==> config.mk <==
export PLATFORM = sky130hd
export DESIGN_NAME = uart_cmd_loader_flat
export DESIGN_NICKNAME = d
export VERILOG_FILES = /design/src/rtl/uart_cmd_loader_if.sv /design/src/rtl/uart_cmd_loader.sv /design/src/flat_wrapper.sv
export SDC_FILE = /design/constraint.sdc
export NUM_CORES = 1
export LEC_CHECK = 0
export CORE_AREA = 3 3 149 151
export CTS_CLUSTER_SIZE = 30
export DETAILED_ROUTE_END_ITERATION = 12
export DIE_AREA = 0 0 152 154
export GPL_ROUTABILITY_DRIVEN = 0
export MAX_ROUTING_LAYER = met4
export PLACE_DENSITY = 0.74
export SYNTH_ARGS = -nofsm -noshare
export SYNTH_HDL_FRONTEND = slang
export SYNTH_SLANG_ARGS = --single-unit
==> constraint.sdc <==
create_clock -name clk -period 7 [get_ports clk]
set_input_delay 1.4 -clock clk [delete_from_list [all_inputs] [get_ports clk]]
set_output_delay 1.4 -clock clk [all_outputs]
set_load 0.01 [all_outputs]
==> src/rtl/uart_cmd_loader_if.sv <==
// Bundle of the UART receiver handshake and the MxV-facing outputs of
// uart_cmd_loader.
//   master : drives the UART byte/interrupt side and observes the loader outputs
//            (UART receiver model or testbench)
//   slave  : the command loader itself
// Signals
//   rx_data         UART ReceivedData
//   rx_valid        UART RxInterrupt, a level held until clear_interrupt
//   rx_parity_err   UART ParityError, valid with rx_valid
//   clear_interrupt UART ClearInterrupt, 1-cycle pulse
//   matrix_length   committed N, zero-extended
//   vector          committed vector, element i at [8i+:8]
//   fifo_value      matrix element for the FIFO
//   fifo_push       1-cycle push strobe
//   start           MxV start, stretched
//   frame_error     1-cycle error strobe
interface uart_cmd_loader_if #(
  parameter int WORD_LENGTH = 8
);
  logic [7:0]             rx_data;
  logic                   rx_valid;
  logic                   rx_parity_err;
  logic                   clear_interrupt;
  logic [31:0]            matrix_length;
  logic [63:0]            vector;
  logic [WORD_LENGTH-1:0] fifo_value;
  logic                   fifo_push;
  logic                   start;
  logic                   frame_error;

  modport master (
    output rx_data, rx_valid, rx_parity_err,
    input  clear_interrupt, matrix_length, vector, fifo_value, fifo_push,
           start, frame_error
  );

  modport slave (
    input  rx_data, rx_valid, rx_parity_err,
    output clear_interrupt, matrix_length, vector, fifo_value, fifo_push,
           start, frame_error
  );
endinterface

==> src/rtl/uart_cmd_loader.sv <==
// uart_cmd_loader
// Parses framed host commands arriving byte by byte from a UART receiver and
// drives the MxV inputs. Frame layout: SOF, CMD, LEN, LEN payload bytes, EOF.
//   01 size   : one byte N in 1..MAX_N, becomes matrix_length on commit
//   02 start  : no payload, stretches start for START_CYCLES clocks on commit
//   03 matrix : N*N elements, each pushed to the FIFO as it arrives
//   04 vector : N bytes, staged and copied to vector on commit
// Ports
//   clk    FPGA clock
//   reset  asynchronous, active-high
//   bus    uart_cmd_loader_if.slave (UART handshake in, MxV outputs)
module uart_cmd_loader #(
  parameter int         WORD_LENGTH  = 8,
  parameter int         MAX_N        = 8,
  parameter int         START_CYCLES = 10000,
  parameter logic [7:0] SOF          = 8'hFE,
  parameter logic [7:0] EOF          = 8'hEF
) (
  input  logic            clk,
  input  logic            reset,
  uart_cmd_loader_if.slave bus
);

  typedef enum logic [2:0] {HUNT, CMD, LEN, DATA, TRAIL} state_e;

  localparam logic [7:0] CMD_SIZE   = 8'h01;
  localparam logic [7:0] CMD_START  = 8'h02;
  localparam logic [7:0] CMD_MATRIX = 8'h03;
  localparam logic [7:0] CMD_VECTOR = 8'h04;

  localparam int CW = $clog2(START_CYCLES + 1);

  state_e          state_q, state_d;
  logic [7:0]      cmd_q;
  logic [7:0]      len_q;
  logic [7:0]      cnt_q;
  logic [7:0]      stage_len_q;
  logic [63:0]     stage_vec_q;
  logic [7:0]      n_q;
  logic [63:0]     vec_q;
  logic [CW-1:0]   start_cnt_q;

  logic            accept;
  logic [7:0]      exp_len;
  logic            len_ok;
  logic            err_d, push_d;
  logic            take_cmd, take_len, take_data;
  logic            commit_len, commit_vec, commit_start;

  // The interrupt stays high until cleared; the cycle clear_interrupt is high
  // must not count as a second byte.
  assign accept = bus.rx_valid && !bus.clear_interrupt;

  assign bus.matrix_length = {24'd0, n_q};
  assign bus.vector        = vec_q;

  // Required LEN for the command captured in CMD; N comes from the committed
  // length, so N*N never exceeds 64 and fits the byte.
  always_comb begin
    exp_len = 8'd0;
    case (cmd_q)
      CMD_SIZE:   exp_len = 8'd1;
      CMD_START:  exp_len = 8'd0;
      CMD_MATRIX: exp_len = 8'(n_q * n_q);
      CMD_VECTOR: exp_len = n_q;
      default:    exp_len = 8'd0;
    endcase
  end

  // Every command except size needs a committed N first.
  assign len_ok = (bus.rx_data == exp_len) && ((cmd_q == CMD_SIZE) || (n_q != 8'd0));

  // NOTE: every output of this block gets a default before the case, so no
  // path can leave one unassigned and infer a latch.
  always_comb begin
    state_d      = state_q;
    err_d        = 1'b0;
    push_d       = 1'b0;
    take_cmd     = 1'b0;
    take_len     = 1'b0;
    take_data    = 1'b0;
    commit_len   = 1'b0;
    commit_vec   = 1'b0;
    commit_start = 1'b0;
    if (accept) begin
      if (bus.rx_parity_err) begin
        err_d   = 1'b1;
        state_d = HUNT;
      end else begin
        case (state_q)
          HUNT: if (bus.rx_data == SOF) state_d = CMD;
          CMD: begin
            if (bus.rx_data >= CMD_SIZE && bus.rx_data <= CMD_VECTOR) begin
              take_cmd = 1'b1;
              state_d  = LEN;
            end else begin
              err_d   = 1'b1;
              state_d = HUNT;
            end
          end
          LEN: begin
            if (len_ok) begin
              take_len = 1'b1;
              state_d  = (bus.rx_data == 8'd0) ? TRAIL : DATA;
            end else begin
              err_d   = 1'b1;
              state_d = HUNT;
            end
          end
          DATA: begin
            take_data = 1'b1;
            push_d    = (cmd_q == CMD_MATRIX);
            if (cnt_q == len_q - 8'd1) state_d = TRAIL;
          end
          TRAIL: begin
            // A wrong trailer byte is consumed by the error; it is never
            // re-examined as a possible SOF.
            state_d = HUNT;
            if (bus.rx_data == EOF) begin
              case (cmd_q)
                CMD_SIZE: begin
                  if (stage_len_q != 8'd0 && stage_len_q <= 8'(MAX_N)) commit_len = 1'b1;
                  else err_d = 1'b1;
                end
                CMD_VECTOR: commit_vec   = 1'b1;
                CMD_START:  commit_start = 1'b1;
                default:    ;
              endcase
            end else begin
              err_d = 1'b1;
            end
          end
          default: state_d = HUNT;
        endcase
      end
    end
  end

  // NOTE: sequential state uses non-blocking assignments so every register
  // samples values from before the edge regardless of statement order.
  always_ff @(posedge clk or posedge reset) begin
    if (reset) state_q <= HUNT;
    else       state_q <= state_d;
  end

  // Staging registers are plain flops, not a RAM, so they are cleared by reset
  // along with everything else.
  always_ff @(posedge clk or posedge reset) begin
    if (reset) begin
      cmd_q               <= 8'd0;
      len_q               <= 8'd0;
      cnt_q               <= 8'd0;
      stage_len_q         <= 8'd0;
      stage_vec_q         <= 64'd0;
      n_q                 <= 8'd0;
      vec_q               <= 64'd0;
      start_cnt_q         <= '0;
      bus.clear_interrupt <= 1'b0;
      bus.frame_error     <= 1'b0;
      bus.fifo_push       <= 1'b0;
      bus.fifo_value      <= '0;
      bus.start           <= 1'b0;
    end else begin
      bus.clear_interrupt <= accept;
      bus.frame_error     <= err_d;
      bus.fifo_push       <= push_d;
      if (push_d) bus.fifo_value <= WORD_LENGTH'(bus.rx_data);

      if (take_cmd) cmd_q <= bus.rx_data;

      // Unsent vector bytes must read back as zero, so staging is cleared at
      // the start of every payload.
      if (take_len) begin
        len_q       <= bus.rx_data;
        cnt_q       <= 8'd0;
        stage_len_q <= 8'd0;
        stage_vec_q <= 64'd0;
      end

      if (take_data) begin
        cnt_q <= cnt_q + 8'd1;
        if (cmd_q == CMD_SIZE)   stage_len_q <= bus.rx_data;
        if (cmd_q == CMD_VECTOR) stage_vec_q[{cnt_q[2:0], 3'b000} +: 8] <= bus.rx_data;
      end

      if (commit_len) n_q   <= stage_len_q;
      if (commit_vec) vec_q <= stage_vec_q;

      // The counter holds the cycles still to go after the current one; a new
      // start commit simply reloads it, extending the pulse.
      if (commit_start) begin
        bus.start   <= 1'b1;
        start_cnt_q <= CW'(START_CYCLES - 1);
      end else if (bus.start) begin
        if (start_cnt_q == '0) bus.start   <= 1'b0;
        else                   start_cnt_q <= start_cnt_q - 1'b1;
      end
    end
  end

endmodule

==> src/flat_wrapper.sv <==
// flat-port wrapper written by rule: the top's interface ports become plain ports
module uart_cmd_loader_flat 
#(
  parameter int         WORD_LENGTH  = 8,
  parameter int         MAX_N        = 8,
  parameter int         START_CYCLES = 10000,
  parameter logic [7:0] SOF          = 8'hFE,
  parameter logic [7:0] EOF          = 8'hEF
)
  (clk, reset, bus_rx_data, bus_rx_valid, bus_rx_parity_err, bus_clear_interrupt, bus_matrix_length, bus_vector, bus_fifo_value, bus_fifo_push, bus_start, bus_frame_error);
  uart_cmd_loader_if #(.WORD_LENGTH(WORD_LENGTH)) bus_i ();
  input  logic clk;
  input  logic reset;
  input wire logic [$bits(bus_i.rx_data)-1:0] bus_rx_data;
  input wire logic [$bits(bus_i.rx_valid)-1:0] bus_rx_valid;
  input wire logic [$bits(bus_i.rx_parity_err)-1:0] bus_rx_parity_err;
  output wire logic [$bits(bus_i.clear_interrupt)-1:0] bus_clear_interrupt;
  output wire logic [$bits(bus_i.matrix_length)-1:0] bus_matrix_length;
  output wire logic [$bits(bus_i.vector)-1:0] bus_vector;
  output wire logic [$bits(bus_i.fifo_value)-1:0] bus_fifo_value;
  output wire logic [$bits(bus_i.fifo_push)-1:0] bus_fifo_push;
  output wire logic [$bits(bus_i.start)-1:0] bus_start;
  output wire logic [$bits(bus_i.frame_error)-1:0] bus_frame_error;
  assign bus_i.rx_data = bus_rx_data;
  assign bus_i.rx_valid = bus_rx_valid;
  assign bus_i.rx_parity_err = bus_rx_parity_err;
  assign bus_clear_interrupt = bus_i.clear_interrupt;
  assign bus_matrix_length = bus_i.matrix_length;
  assign bus_vector = bus_i.vector;
  assign bus_fifo_value = bus_i.fifo_value;
  assign bus_fifo_push = bus_i.fifo_push;
  assign bus_start = bus_i.start;
  assign bus_frame_error = bus_i.frame_error;
  uart_cmd_loader #(.WORD_LENGTH(WORD_LENGTH), .MAX_N(MAX_N), .START_CYCLES(START_CYCLES), .SOF(SOF), .EOF(EOF)) u_core (.clk(clk), .reset(reset), .bus(bus_i));
endmodule
## After elaboration in Yosys (flattened, before gate mapping)

Cells that the tools add are included.

| storage, ports and cells | value |
|---|---|
| flip-flop bits (word level) | 197 |
| bits of input ports | 12 |
| output and inout bits | 108 |
| logic and storage cells | 115 |

| cells by class | value |
|---|---|
| add/subtract/negate cells | 4 |
| multipliers | 1 |
| $lt $le $gt $ge | 3 |
| eq/ne operators | 15 |
| shifts and indexed selects | 2 |
| multiplexer cells | 61 |
| reductions and logical operators | 15 |

Operators by type and width:

| cell | number |
|---|---|
| $mux W64 | 3 |
| $bwmux W64 | 1 |
| $shift A8 B8 Y64 const A | 1 |
| $shiftx A8 B8 Y64 | 1 |
| $mux W14 | 3 |
| $mux W1 | 40 |
| $mux W8 | 5 |
| $pmux W8 S3 | 1 |
| $eq A8 B2 Y1 const B | 2 |
| $eq A8 B8 Y1 | 2 |
| $eq A8 B8 Y1 const B | 2 |
| $reduce_bool A8 Y1 | 2 |
| $mux W3 | 5 |
| $logic_not A14 Y1 | 1 |
| $sub A14 B1 Y14 const B | 1 |
| $pmux W3 S4 | 1 |
| $add A8 B1 Y8 const B | 1 |
| $eq A8 B1 Y1 const B | 1 |
| $eq A8 B3 Y1 const B | 1 |
| $ge A8 B1 Y1 const B | 1 |
| $le A8 B3 Y1 const B | 1 |
| $le A8 B4 Y1 const B | 1 |
| $logic_not A8 Y1 | 1 |
| $mul A8 B8 Y8 | 1 |
| other kinds (16) | 22 |

## Logic depth before layout (Yosys ltp)

| logic depth | value |
|---|---|
| depth in word-level cells | 12 |
| mapped depth | 21 |
| gate-level depth less buffers | 18 |

## Least setup slack after synthesis

OpenSTA, ideal clock, no wires.

| path | value |
|---|---|
| path type | reg-to-reg |
| start | reg u_core.n_q[1] |
| end | reg u_core.len_q[0] |
| library setup time | 125 ps |
| arrival | 4585 ps |
| data required time | 6875 ps |
| setup slack | 2290 ps |
| cell stages (with the launch flop) | 21 |
| path buffers | 2 |
| period minus slack after synthesis | 4710 ps |
| cells stage by stage | dfrtp_1 -> clkbuf_1 -> nand2_1 -> xnor2_1 -> ha_1 -> a21oi_1 -> fa_1 -> inv_1 -> ha_1 -> inv_1 -> fa_1 -> inv_1 -> ha_1 -> nand2b_1 -> a32oi_1 -> xor2_1 -> a31oi_1 -> o22a_1 -> nor4_4 -> buf_6 -> mux2_2 |

| on the way | value |
|---|---|
| cells in the longest elaborated chain, start to end | 8 |
| elaborated cells on any way between the ends | 10 |
| those cells by class | 1 x mul; 1 x eq/ne; 5 x mux; 3 x reduce/logical |

RTL lines:

| element | RTL line | source |
|---|---|---|
| start: declaration | uart_cmd_loader.sv:39 | `logic [7:0] n_q;` |
| start signal: assignment | uart_cmd_loader.sv:186 | `if (commit_len) n_q <= stage_len_q;` |
| $mul A8 B8 Y8 | uart_cmd_loader.sv:64 | `CMD_MATRIX: exp_len = 8'(n_q * n_q);` |
| $pmux W8 S3 | uart_cmd_loader.sv:61 | `case (cmd_q)` |
| $eq A8 B8 Y1 | uart_cmd_loader.sv:71 | `assign len_ok = (bus.rx_data == exp_len) && ((cmd_q == CMD_SIZE) \|\| (n_q != 8'd0));` |
| $logic_and A1 B1 Y1 (*) | uart_cmd_loader.sv:71 |  |
| $mux W1 (*) | uart_cmd_loader.sv:102 | `if (len_ok) begin` |
| $mux W1 (*) | uart_cmd_loader.sv:90 | `case (state_q)` |
| $mux W1 (*) | uart_cmd_loader.sv:86 | `if (bus.rx_parity_err) begin` |
| $mux W1 (*) | uart_cmd_loader.sv:85 | `if (accept) begin` |
| end signal: assignment | uart_cmd_loader.sv:174 | `len_q <= bus.rx_data;` |
| end: declaration | uart_cmd_loader.sv:35 | `logic [7:0] len_q;` |

Every way passes the cells marked *; elsewhere a longest branch is shown, timed or not.
A chain may end at the register's enable or synchronous reset.

## Worst setup path after layout

| path | value |
|---|---|
| start | reg u_core.n_q[1] |
| end | reg u_core.len_q[4] |

The elaborated chain is that of the path after synthesis.

==> flow_summary_export.csv <==
group,metric,value,unit
die,die_y,154,µm
clock_tree,cts_tree,"yes",
timing,final.min_clock_period,5.42,ns
placed_design,placed_cell_area,10400,µm²
global_routing,first_global_vias,6709,
drt,post_drt_wl_per_cell,16.9,µm
die,rows,53,
timing,worst_setup_slack_after_layout,1.58,ns
worst_setup_path,critical_path_required_time,7.31,ns
min_path,hold_path_cell_cnt,2,
placed_design,place_worst_setup_slack,1.65,ns
drt,routed_via_count,6779,
drt,final_routed_wirelength_across_all_metal_layers,21300,µm
clock_tree,clock_sink_count,197,
worst_setup_path,worst_endpoint_data_arrival_time,5.73,ns
clock_tree,htree_num_levels,4,
clock_tree,holdBufCountCts,0,
flow_run,timing.max_cap.violations,0,
logic_synthesis,ys_top_cells_by_count,"sky130_fd_sc_hd__dfrtp_1, sky130_fd_sc_hd__nand2_1, sky130_fd_sc_hd__mux2_2",
worst_setup_path,crit_path_start_kind,"register",
global_routing,groute.layer.met1.usage,0.259,
global_routing,global_route_wire_length_before_repair,34800,µm
finish,fraction_of_final_layout_cells_with_drive_strength_greater_than_1,0.134,
timing,grt_setup_unrepaired,"no",
clock_tree,post_cts.repair.setup_buffers,0,
pwr,p_per_area,197,nW/µm²
finish,num-nets-final,1005,
finish,finalCoreUtilization,0.525,
logic_synthesis,synth_seq_area_share,0.526,
worst_setup_path,crit_path_largest_cell_delay,0.65,ns
drt,initial_drc_count,548,
global_routing,globalRouteMet2Util,0.290,
worst_setup_path,worst-path-buf-inv,4,
clock_tree,numCtsBuffers,17,
worst_setup_path,critical_path.top_delay_family,"adder cells",
logic_synthesis,syn_area,9380,µm²
pwr,vdd_drop_max,0.169,mV
logic_synthesis,yosysTopAreaCell,"sky130_fd_sc_hd__dfrtp_1",
min_path,timing.hold.worst.class,"reg -> reg",
global_routing,grtUsageMet3,0.0259,
finish,final_non_filler_cell_area,11000,µm²
clock_tree,clock_path_buffers,2,
global_routing,grt.busiest_layer,"met2",
logic_synthesis,ys_seq_elements,197,
placed_design,detailedPlacementHpwl,14000,µm
logic_synthesis,ys_dominant_reg_cell,"sky130_fd_sc_hd__dfrtp_1",
worst_setup_path,crit_path_top_delay_cell,"sky130_fd_sc_hd__buf_4",
clock_tree,insertion_delay,0.43,ns
global_routing,track_usage,0.187,
drt,remaining_drc_errors,0,
global_routing,grt_antenna_before_repair,0,
logic_synthesis,ys_warn_count,0,
timing,fin_hold_ws,0.486,ns
logic_synthesis,syn_avg_cell_area,10.5,µm²
drt,post_drt_via_cell_ratio,5.39,
drt,ant_nets,0,
timing,final-hold-violation-count,0,
timing,timing.setup.tns,0,ns
finish,insertedDiodeCount,0,
clock_tree,ctsResizeCount,0,
worst_setup_path,worstPathMaxFanout,88,
global_routing,grt_start_max_net_pins,138,
pwr,p_leak,4.92,nW
clock_tree,cts.clk_slew.worst_paths,0.07,ns
outcome,result_of_the_run,"complete, no violations",
logic_synthesis,netlist_top_cells_area,"sky130_fd_sc_hd__dfrtp_1, sky130_fd_sc_hd__mux2_2, sky130_fd_sc_hd__nand2_1",
worst_setup_path,r2r_cells,19,
worst_setup_path,crit_chain,"nand2_1 > xnor2_1 > ha_1 > a21oi_1 > fa_1 > inv_1 > ha_1 > inv_1 > fa_1 > inv_1 > ha_1 > nand2b_1 > a32oi_1 > xor2_1 > a31oi_1 > o22a_1 > nor4_4 > buf_4 > mux2_2",
logic_synthesis,post-synth-top-area-fraction,0.526,
die,die_width,152,µm
timing,setup_violations,0,
timing,skew,0.00971,ns
timing,max-slew-margin-rel,0.213,
die,start_util,0.448,
worst_setup_path,r2r-start,"u_core.n_q[1]",
logic_synthesis,most_numerous_cell_in_the_yosys_netlist,"sky130_fd_sc_hd__dfrtp_1",
drt,detailedRoute.firstPassIterationCount,5,
placed_design,port_buffers,95,
timing,final_max_slew_viol_count,0,
finish,area_delta_synth_final,17.2,%
logic_synthesis,syn_inst,895,
logic_synthesis,synth_cell_types,64,
die,io-pin-count,120,
clock_tree,root_buffer,"sky130_fd_sc_hd__clkbuf_16",
die,coreArea,21000,µm²
worst_setup_path,setup.reg_to_reg.worst_slack,1.58,ns
global_routing,grt.overflow.total,0,
timing,period_share,0.774,
die,die-area,23400,µm²
timing,maximum_operating_frequency,0.184,GHz
worst_setup_path,capture_instance_of_the_worst_register_to_register_path,"u_core.len_q[4]",
min_path,worstHoldStart,"u_core.bus.fifo_value[2]",
logic_synthesis,postSynth.asyncResetShare,1.00,
worst_setup_path,endpoint_kind,"register",
min_path,hold-path-endpoint,"u_core.bus.fifo_value[2]",
finish,fillers,1865,
timing,worst-slew-pin-transition,1.16,ns
worst_setup_path,classification_of_the_worst_setup_path,"reg -> reg",
logic_synthesis,synth_edf_count,0,
worst register-to-register path: stages (launching register included):
cell	delay [ns]
sky130_fd_sc_hd__dfrtp_1	0.55
sky130_fd_sc_hd__nand2_1	0.16
sky130_fd_sc_hd__xnor2_1	0.21
sky130_fd_sc_hd__ha_1	0.17
sky130_fd_sc_hd__a21oi_1	0.05
sky130_fd_sc_hd__fa_1	0.48
sky130_fd_sc_hd__inv_1	0.04
sky130_fd_sc_hd__ha_1	0.26
sky130_fd_sc_hd__inv_1	0.06
sky130_fd_sc_hd__fa_1	0.54
sky130_fd_sc_hd__inv_1	0.05
sky130_fd_sc_hd__ha_1	0.32
sky130_fd_sc_hd__nand2b_1	0.15
sky130_fd_sc_hd__a32oi_1	0.32
sky130_fd_sc_hd__xor2_1	0.18
sky130_fd_sc_hd__a31oi_1	0.11
sky130_fd_sc_hd__o22a_1	0.26
sky130_fd_sc_hd__nor4_4	0.27
sky130_fd_sc_hd__buf_4	0.65
sky130_fd_sc_hd__mux2_2	0.47
cell type report:
type | count | area [µm²] | share of cell area
sequential | 197 | 4930 | 0.448
multi-input combinational | 624 | 4060 | 0.369
timing repair buffer | 100 | 988 | 0.0899
clock buffer | 20 | 447 | 0.0406
tap | 275 | 344 | 0.0313
inverter | 31 | 124 | 0.0113
clock inverter | 11 | 100 | 0.00911
kinds of logic after synthesis:
group	count (synthesis)	share of synthesized area
flops	197	0.526
mux	86	0.103
compound gates	134	0.0870
other cells	2	0.000801
xor+xnor	36	0.0351
fa+ha+maj	22	0.0342
buf+inv	98	0.0512
simple gates	320	0.163
power breakdown:
part           internal (mW)  switching [mW]  total [mW]
Combinational         0.0236          0.0710      0.0945
Clock                  0.499           0.425       0.924
Sequential              1.14         0.00365        1.14
worst max path at each step:
stage / start / endpoint / slack (ns) / depth (start not counted)
final: u_core.n_q[1] / u_core.len_q[4] / 1.58 / 19
after global routing: u_core.n_q[1] / u_core.len_q[4] / 1.33 / 19
after CTS: u_core.n_q[1] / u_core.len_q[5] / 1.60 / 19
after detailed placement: u_core.n_q[1] / u_core.len_q[5] / 1.65 / 19
after global placement: u_core.n_q[1] / u_core.len_q[0] / 1.78 / 19
after floorplan: reset / u_core.bus.clear_interrupt / 0.23 / 1
metrics by stage:
stage          power [mW]  std cells
2_1_floorplan        1.24        919
3_3_place_gp         1.26       1227
3_5_place_dp         1.26       1227
4_1_cts              2.18       1258
5_1_grt              2.24       1258
6_report             2.16       1258
metal layers:
layer | routed length, µm | vias up
li1 | - | 3176
met1 | 9960 | 3371
met2 | 9980 | 201
met3 | 950 | 31
met4 | 373 | 0
met5 | 0 | -
state kept, by name (all words and copies together) (netlist names):
| signal | count |
|---|---|
| u_core.bus.vector | 64 |
| u_core.start_cnt_q | 14 |
| u_core.stage_vec_q | 64 |
| u_core.len_q | 8 |
| u_core.cmd_q | 8 |
| u_core.n_q | 8 |
| u_core.cnt_q | 8 |
| u_core.bus.start | 1 |
| u_core.state_q | 3 |
| u_core.bus.frame_error | 1 |
| u_core.bus.fifo_push | 1 |
| u_core.stage_len_q | 8 |
| u_core.bus.fifo_value | 8 |
| u_core.bus.clear_interrupt | 1 |
cell usage in the layout, fill, tap and decap left out, types with 4 or more instances in the layout:
master,instances
sky130_fd_sc_hd__xor2_1,10
sky130_fd_sc_hd__or2_2,4
sky130_fd_sc_hd__nand3_1,13
sky130_fd_sc_hd__nand2_1,169
sky130_fd_sc_hd__conb_1,26
sky130_fd_sc_hd__a32oi_1,4
sky130_fd_sc_hd__nor2b_1,5
sky130_fd_sc_hd__nor2_1,35
sky130_fd_sc_hd__nor3_1,13
sky130_fd_sc_hd__or4_1,10
sky130_fd_sc_hd__clkdlybuf4s50_1,95
sky130_fd_sc_hd__a21oi_1,7
sky130_fd_sc_hd__mux2_2,86
sky130_fd_sc_hd__or3_1,10
sky130_fd_sc_hd__buf_4,5
sky130_fd_sc_hd__clkinv_2,4
sky130_fd_sc_hd__and2_1,18
sky130_fd_sc_hd__nand4_1,4
sky130_fd_sc_hd__o22ai_1,25
sky130_fd_sc_hd__dfrtp_1,197
sky130_fd_sc_hd__o31ai_1,6
sky130_fd_sc_hd__fa_1,6
sky130_fd_sc_hd__nor4_1,8
sky130_fd_sc_hd__inv_1,30
sky130_fd_sc_hd__o21ai_0,66
sky130_fd_sc_hd__ha_1,16
sky130_fd_sc_hd__clkbuf_16,17
sky130_fd_sc_hd__nand2b_1,10
sky130_fd_sc_hd__xnor2_1,25
(Power assumes the default switching activity.)
